<file path="config.mk">
export PLATFORM = sky130hd
export DESIGN_NAME = tx_channel_arbiter
export DESIGN_NICKNAME = d
export VERILOG_FILES = /design/src/rtl/tx_channel_arbiter.sv
export SDC_FILE = /design/constraint.sdc
export NUM_CORES = 1
export LEC_CHECK = 0
export ABC_AREA = 1
export CAP_MARGIN = 20
export CORE_MARGIN = 3
export CORE_UTILIZATION = 44
export CTS_CLUSTER_SIZE = 14
export DETAILED_ROUTE_END_ITERATION = 8
export PLACE_DENSITY = 0.85
export SLEW_MARGIN = 20
export SYNTH_ARGS = -nofsm -noshare
export SYNTH_HDL_FRONTEND = slang
export SYNTH_SLANG_ARGS = --single-unit
</file>
<file path="constraint.sdc">
create_clock -name clk -period 2.35 [get_ports clk]
set_input_delay 0.705 -clock clk [delete_from_list [all_inputs] [get_ports clk]]
set_output_delay 0.705 -clock clk [all_outputs]
set_load 0.02 [all_outputs]
</file>
<file path="src/rtl/tx_channel_arbiter.sv">
// Shares the serial memory TX channel between prefetcher (PF) and scheduler (SC) and
// routes RX events back to the requester that issued each outstanding read.
module tx_channel_arbiter #(
    parameter int unsigned IO_BITS         = 2,
    parameter int unsigned CMD_BITS        = 2,
    parameter int unsigned MAX_OUTSTANDING = 7,
    parameter int unsigned MAX_SC_STREAK   = 3,
    localparam int unsigned CntW           = $clog2(MAX_OUTSTANDING + 1)
) (
    input  logic                clk,
    input  logic                reset_n,
    input  logic                pf_cmd_valid,
    input  logic [CMD_BITS-1:0] pf_cmd,
    input  logic [IO_BITS-1:0]  pf_data,
    input  logic                sc_cmd_valid,
    input  logic [CMD_BITS-1:0] sc_cmd,
    input  logic [IO_BITS-1:0]  sc_data,
    input  logic                sc_reply_wanted,
    input  logic                sc_reserve,
    output logic                tx_command_valid,
    output logic [CMD_BITS-1:0] tx_command,
    output logic [IO_BITS-1:0]  tx_data,
    input  logic [2:0]          tx_ev,
    input  logic                tx_active,
    output logic [2:0]          pf_tx_ev,
    output logic [2:0]          sc_tx_ev,
    input  logic [4:0]          rx_ev,
    output logic [4:0]          pf_rx_ev,
    output logic [4:0]          sc_rx_ev,
    output logic                sc_owner,
    output logic [CntW-1:0]     outstanding,
    output logic                full,
    output logic                empty,
    output logic                rx_orphan
);

    localparam int unsigned StrW = $clog2(MAX_SC_STREAK + 1);
    localparam int unsigned PtrW = (MAX_OUTSTANDING > 1) ? $clog2(MAX_OUTSTANDING) : 1;
    localparam logic [StrW-1:0] StreakMax = StrW'(MAX_SC_STREAK);
    localparam logic [PtrW-1:0] PtrLast   = PtrW'(MAX_OUTSTANDING - 1);

    logic                       choice;
    logic                       owner_q;
    logic                       owner_valid;
    logic [StrW-1:0]            streak_q, streak_d;
    logic [MAX_OUTSTANDING-1:0] fifo_q;
    logic [PtrW-1:0]            rd_q, wr_q;
    logic [CntW-1:0]            count_q, count_d;
    logic                       started, push, pop, head;

    always_comb begin
        choice = 1'b0;
        if (sc_reserve) begin
            choice = 1'b1;
        end else if ((sc_cmd_valid || sc_reserve) &&
                     !(pf_cmd_valid && (streak_q == StreakMax))) begin
            choice = 1'b1;
        end
    end

    // Ownership is frozen for the whole transaction.
    assign sc_owner    = tx_active ? owner_q : choice;
    assign owner_valid = sc_owner ? sc_cmd_valid : pf_cmd_valid;

    assign full             = (count_q == CntW'(MAX_OUTSTANDING));
    assign empty            = (count_q == '0);
    assign outstanding      = count_q;
    assign tx_command_valid = owner_valid && !full;
    assign tx_command       = sc_owner ? sc_cmd : pf_cmd;
    assign tx_data          = sc_owner ? sc_data : pf_data;
    assign pf_tx_ev         = sc_owner ? 3'b000 : tx_ev;
    assign sc_tx_ev         = sc_owner ? tx_ev : 3'b000;

    assign head     = fifo_q[rd_q];
    assign pf_rx_ev = (!empty && !head) ? rx_ev : 5'b00000;
    assign sc_rx_ev = (!empty && head) ? rx_ev : 5'b00000;

    assign started = tx_ev[0];
    assign pop     = rx_ev[3] && !empty;
    // A push at full only lands if the same-cycle pop frees a slot.
    assign push    = started && (sc_owner ? sc_reply_wanted : 1'b1) && (!full || pop);

    always_comb begin
        streak_d = streak_q;
        if (!pf_cmd_valid) begin
            streak_d = '0;
        end else if (started && sc_owner) begin
            if (streak_q != StreakMax) streak_d = streak_q + 1'b1;
        end else if (started) begin
            streak_d = '0;
        end
    end

    always_comb begin
        count_d = count_q;
        if (push && !pop) count_d = count_q + 1'b1;
        else if (pop && !push) count_d = count_q - 1'b1;
    end

    always_ff @(posedge clk or negedge reset_n) begin
        if (!reset_n) begin
            owner_q   <= 1'b0;
            streak_q  <= '0;
            fifo_q    <= '0;
            rd_q      <= '0;
            wr_q      <= '0;
            count_q   <= '0;
            rx_orphan <= 1'b0;
        end else begin
            if (!tx_active) owner_q <= choice;
            streak_q <= streak_d;
            count_q  <= count_d;
            if (push) begin
                fifo_q[wr_q] <= sc_owner;
                wr_q         <= (wr_q == PtrLast) ? '0 : wr_q + 1'b1;
            end
            if (pop) rd_q <= (rd_q == PtrLast) ? '0 : rd_q + 1'b1;
            if (rx_ev[0] && empty) rx_orphan <= 1'b1;
        end
    end

endmodule

</file>
# --- Word level (Yosys, flattened, before mapping) ---
# Index checks and enable logic that the tools add are counted.
word_totals:
  ff_bits: 20
  input_bits: 23
  output_inout_bits: 28
  word_cells: 70
op_classes:
  add_sub_neg: 5
  magnitude_cmp: 3
  n_eq_ne: 7
  mux: 24
  reduce_logical: 24
ops:
  columns: ["op", "n"]
  rows:
  - ["2-to-1 mux 3 bit", 6]
  - ["logical AND 1 bit", 13]
  - ["2-to-1 mux 2 bit", 6]
  - ["2-to-1 mux 5 bit", 2]
  - ["adder 3 x 1 -> 3 bit (second input constant)", 3]
  - ["== test 3 bit (second input constant)", 3]
  - ["less-than comparator 3 x 4 -> 1 bit (second input constant)", 2]
  - ["bitwise mux 7 bit", 1]
  - ["2-to-1 mux 1 bit", 7]
  - ["zero test 1 bit", 6]
  - ["binary-select mux 1 bit (select 3 bit)", 1]
  - ["demux 1 bit (select 3 bit)", 1]
  - ["greater-or-equal comparator 3 x 1 -> 1 bit (second input constant)", 1]
  - ["zero test 3 bit", 1]
  - ["inequality test 3 x 1 -> 1 bit (second input constant)", 1]
  - ["inequality test 3 x 2 -> 1 bit (second input constant)", 1]
  - ["subtractor 3 x 1 -> 3 bit (second input constant)", 1]
  - ["adder 2 x 1 -> 2 bit (second input constant)", 1]
  - ["== test 2 bit (second input constant)", 1]
  - ["logical OR 1 bit", 2]
  - ["inequality test 2 bit (second input constant)", 1]
  - ["AND reduction 2 bit", 1]
  - ["nonzero test 2 bit", 1]

# --- Logic depth before layout (Yosys ltp) ---
depth:
  word_depth: 14
  depth_mapped: 13
  depth_no_buf: 13

# --- Worst setup path before layout ---
# OpenSTA, ideal clock, no wires.
synth_path:
  path_kind: "in2reg"
  start: "in sc_reply_wanted"
  end: "reg count_q[2] (netlist: outstanding[2])"
  setup_time_ps: 131
  arrival_ps: 2084
  required_ps: 2219
  slack_ps: 134
  cell_stages: 10
  path_buffers: 1
  cell_sequence: "buf_2 nand3b_2 nand2_4 inv_1 ha_1 inv_1 fa_1 a21oi_1 o21ai_0 xnor2_1"
synth_via:
  elab_chain_cells: 6
  word_cells_on_any_way: 8
  cone_classes: "mux: 2; reduce/logical: 6"
synth_rtl:
  columns: ["item", "line_no", "source"]
  rows:
  - ["start, declared", "18", "input logic sc_reply_wanted,"]
  - ["2-to-1 mux 1 bit (*)", "81", "assign push = started && (sc_owner ? sc_reply_wanted : 1'b1) && (!full || pop);"]
  - ["logical AND 1 bit (*) (2 in series)", "81", null]
  - ["net push", "49", "logic started, push, pop, head;"]
  - ["zero test 1 bit", "97", "else if (pop && !push) count_d = count_q - 1'b1;"]
  - ["logical AND 1 bit", "97", null]
  - ["nonzero test 2 bit (no line)", null, null]
  - ["end signal, assigned", "112", "count_q <= count_d;"]
  - ["end, declared", "48", "logic [CntW-1:0] count_q, count_d;"]
# Mark *: on every way through the listed nets, which the timed path passes. The rest lies on a longest branch.
# A chain may end at the register's enable or synchronous reset.

# --- Worst setup path after layout ---
layout_path:
  start: "reg streak_q[1]"
  end: "out pf_tx_ev[0]"
layout_via:
  elab_chain_cells: 8
layout_rtl:
  columns: ["item", "line_no", "source"]
  rows:
  - ["start, declared", "45", "logic [StrW-1:0] streak_q, streak_d;"]
  - ["start signal, assigned", "111", "streak_q <= streak_d;"]
  - ["== test 2 bit", "56", "!(pf_cmd_valid && (streak_q == StreakMax))) begin"]
  - ["logical AND 1 bit", "56", null]
  - ["zero test 1 bit", "56", null]
  - ["logical AND 1 bit", "55", "end else if ((sc_cmd_valid || sc_reserve) &&"]
  - ["2-to-1 mux 1 bit", "55", null]
  - ["2-to-1 mux 1 bit", "53", "if (sc_reserve) begin"]
  - ["2-to-1 mux 1 bit", null, null]
  - ["2-to-1 mux 3 bit", "71", "assign pf_tx_ev = sc_owner ? 3'b000 : tx_ev;"]
  - ["end, declared", "25", "output logic [2:0] pf_tx_ev,"]
# Every way passes these cells.

==> out/qor.txt <==
Tmin final: 2.33 ns
Total GRT Usage: 20.8%
Worst-Margin Slew: 0.347 ns
Fillers: 210
Syn avg cell area: 7.09 µm²
Total of max-cap violations: 0
Outcome: finished clean
Buffers plus inverters on the worst setup path: 3
Final Worst Setup Slack: 0.0203 ns
Maximum clock frequency: 429 MHz
Vias: 1473
Vias in the first global route: 1436
# hold bufs at CTS: 0
PD cells: 1070 mW/mm²
Area of the multi-input gates: 744 µm²
Largest net degree at the start of global routing: 21
Min-Delay Path Depth: 2
Area Growth Syn to Fin: 55.6%
Final Max Slew Viols: 0
# rows: 19
Final Skew: 0.00277 ns
Tcrit/Tclk final: 99.1%
CP Max Fanout: 8
DIE WIDTH: 60.9 µm
Buffer depth of the longest clock path: 2
Maximum vdd ir drop: 0.537 mV
Clk sinks: 20
Worst Path Required: 1.64 ns
Clk pin slew, worst setup/hold paths: 0.13 ns
Setup WS pre-CTS: -0.726 ns
Crit path launch type: register
Design Power: 2210 µW
Reg2reg start: streak_q[0]
Worst Hold Class: reg2reg
Synth area leader: dfrtp_1
Die area: 0.00371 mm²
Post-route ant nets: 0
H-tree level count: 1
Core area: 0.00281 mm²
First-pass GRT wire length: 5.80 mm
Post-synthesis sequential area ratio: 37.8%
Lkg Pwr: 0.00110 µW
Initial Util: 47.2%
Synth top area cells: dfrtp_1, nand2_1, nor2_1, inv_1, nand3_1
CP Capture Type: primary output
Drt first pass iters: 4
Yosys Warn Count: 0
Finish-stage setup viols: 0
Worst path max stage delay: 0.41 ns
Critical-path top delay cell: dfrtp_1
Num CTS Buffers: 3
RSZ-0062 raised after global routing: yes
Crit-path cells: ha_2, nand2_1, nand2_1, nand2_2, nand2_4, inv_6, buf_6, nor2_4, buf_6
Area share of the largest cell type after synthesis: 37.8%
Fin util: 73.5%
CP Class: reg2out
# DRC: 0
RePlAce Congestion: 0.857
Most frequent cells in the layout: nand2_1, buf_4, inv_1
WL final: 3.87 mm
Layout cells sized above 1: 33.5%
Flop2flop setup slack: 0.19 ns
Final hold vios: 0
Buffers added on ports: 50
HPWL Detailed: 2.65 mm
Syn Inst Count: 187
Via/cell ratio: 5.01
Hold path startpoint: fifo_q[4]
Slew headroom: 76.7%
WP data arrival: 1.62 ns
Fin nets: 290
Hold EP: fifo_q[4]
Routed wire per std cell: 13.2 µm
Library cells used by synthesis: 23
Die height: 60.9 µm
Post-Syn Nets: 213
FF+latch count, synth: 20
CP top delay family: flip-flops
DR iter-0 viols: 66
Mapped Area: 0.00133 mm²
Clk root buf: clkbuf_4
CTS tree: done
R2R Path End: outstanding[2]
Storage element area: 503 µm²
Worst-case reg-to-reg path depth: 14
Worst-skew pair later-pin latency: 0.31 ns
Antenna violations before repair: 0
# IOs: 51
Total gr overflow: 0
Final antenna diode count: 0
Most common cell after layout, fill and taps aside: nand2_1
## through the flow
step | instance area (µm²) | TNS, ns | hold WS [ns] | std cells
after global placement | 1990 | -11.14 | 0.456 | 286
after detailed placement | 1990 | -11.64 | 0.466 | 286
after global routing | 2060 | -0.214 | 0.516 | 294
final | 2060 | 0 | 0.496 | 294
after CTS | 2040 | 0 | 0.497 | 294
after floorplan | 1330 | 0 | 0.409 | 187
## worst max-delay path by stage
stage | start | end | cells after the start
2_1_floorplan | sc_reply_wanted | outstanding[2] | 10
3_3_place_gp | sc_cmd_valid | tx_data[0] | 8
3_5_place_dp | pf_cmd_valid | tx_command_valid | 8
4_1_cts | rd_q[1] | sc_rx_ev[2] | 7
5_1_grt | streak_q[0] | pf_tx_ev[0] | 9
6_report | streak_q[1] | pf_tx_ev[0] | 9
## worst reg2reg max path, cell delays in order (launching register included)
cell and delay [ns]:
dfrtp_1 0.38, ha_2 0.19, nand2_1 0.06, nand2_1 0.08, nand2_2 0.10, buf_4 0.15, nand3b_2 0.10, nand2_4 0.06
inv_1 0.07, ha_1 0.13, inv_1 0.06, fa_2 0.35, a21oi_2 0.12, o21ai_1 0.09, xnor2_1 0.12
## layout make-up
type                            count  share of cell area, %
Clock buffer                        3                   1.09
Clock inverter                      1                   1.46
Inverter                           28                   5.34
Multi-Input combinational cell    136                   36.1
Sequential cell                    20                   24.4
Tap cell                           31                   1.88
Timing Repair Buffer               75                   29.7
## cells in the mapped netlist, drive strengths merged
cell type and n:
inv 28, nor2 27, a21oi 6, o21bai 1, dfrtp 20, nand4 9, ha 2, nand3 18
nand3b 1, xnor2 2, fa 1, buf 4, o211ai 1, o21ai 6, nor3 6, nand2 55
## report_power, final
group	internal (µW)	switching, µW	total, µW
combinational	517	758	1280
clock	172	121	294
sequential	486	157	643
total	1180	1040	2210
## sequential cells by signal, summed over array words and instances (netlist names)
register and count:
fifo_q 7, outstanding 3, rd_q 3, wr_q 3, streak_q 2, owner_q 1
rx_orphan 1
## timing repair
item | in CTS | in global routing
cloned | 1 | 0
endpoints found under the setup margin | 24 | 21
buffers inserted | 3 | 0
pin swaps | 8 | 6
endpoints found under the hold margin | 0 | 0
resized for setup | 100 | 35
## cells by family after synthesis
kind of cell | after synthesis | synth area share, %
AND/OR/NAND/NOR | 116 | 41.0
flip-flops | 20 | 37.8
adder cells (fa/ha/maj) | 3 | 3.40
XOR/XNOR | 2 | 1.32
buffers and inverters | 32 | 10.9
AO/OA/AOI/OAI | 14 | 5.67
## routing by layer
metal	track usage, %	wire length [µm]	vias up
met2	38.8	2050	49
li1	-	-	749
met4	6.81	29	0
met1	23.5	1540	671
met3	3.83	244	4
met5	0	0	-
Power figures use the tool's default switching activity.
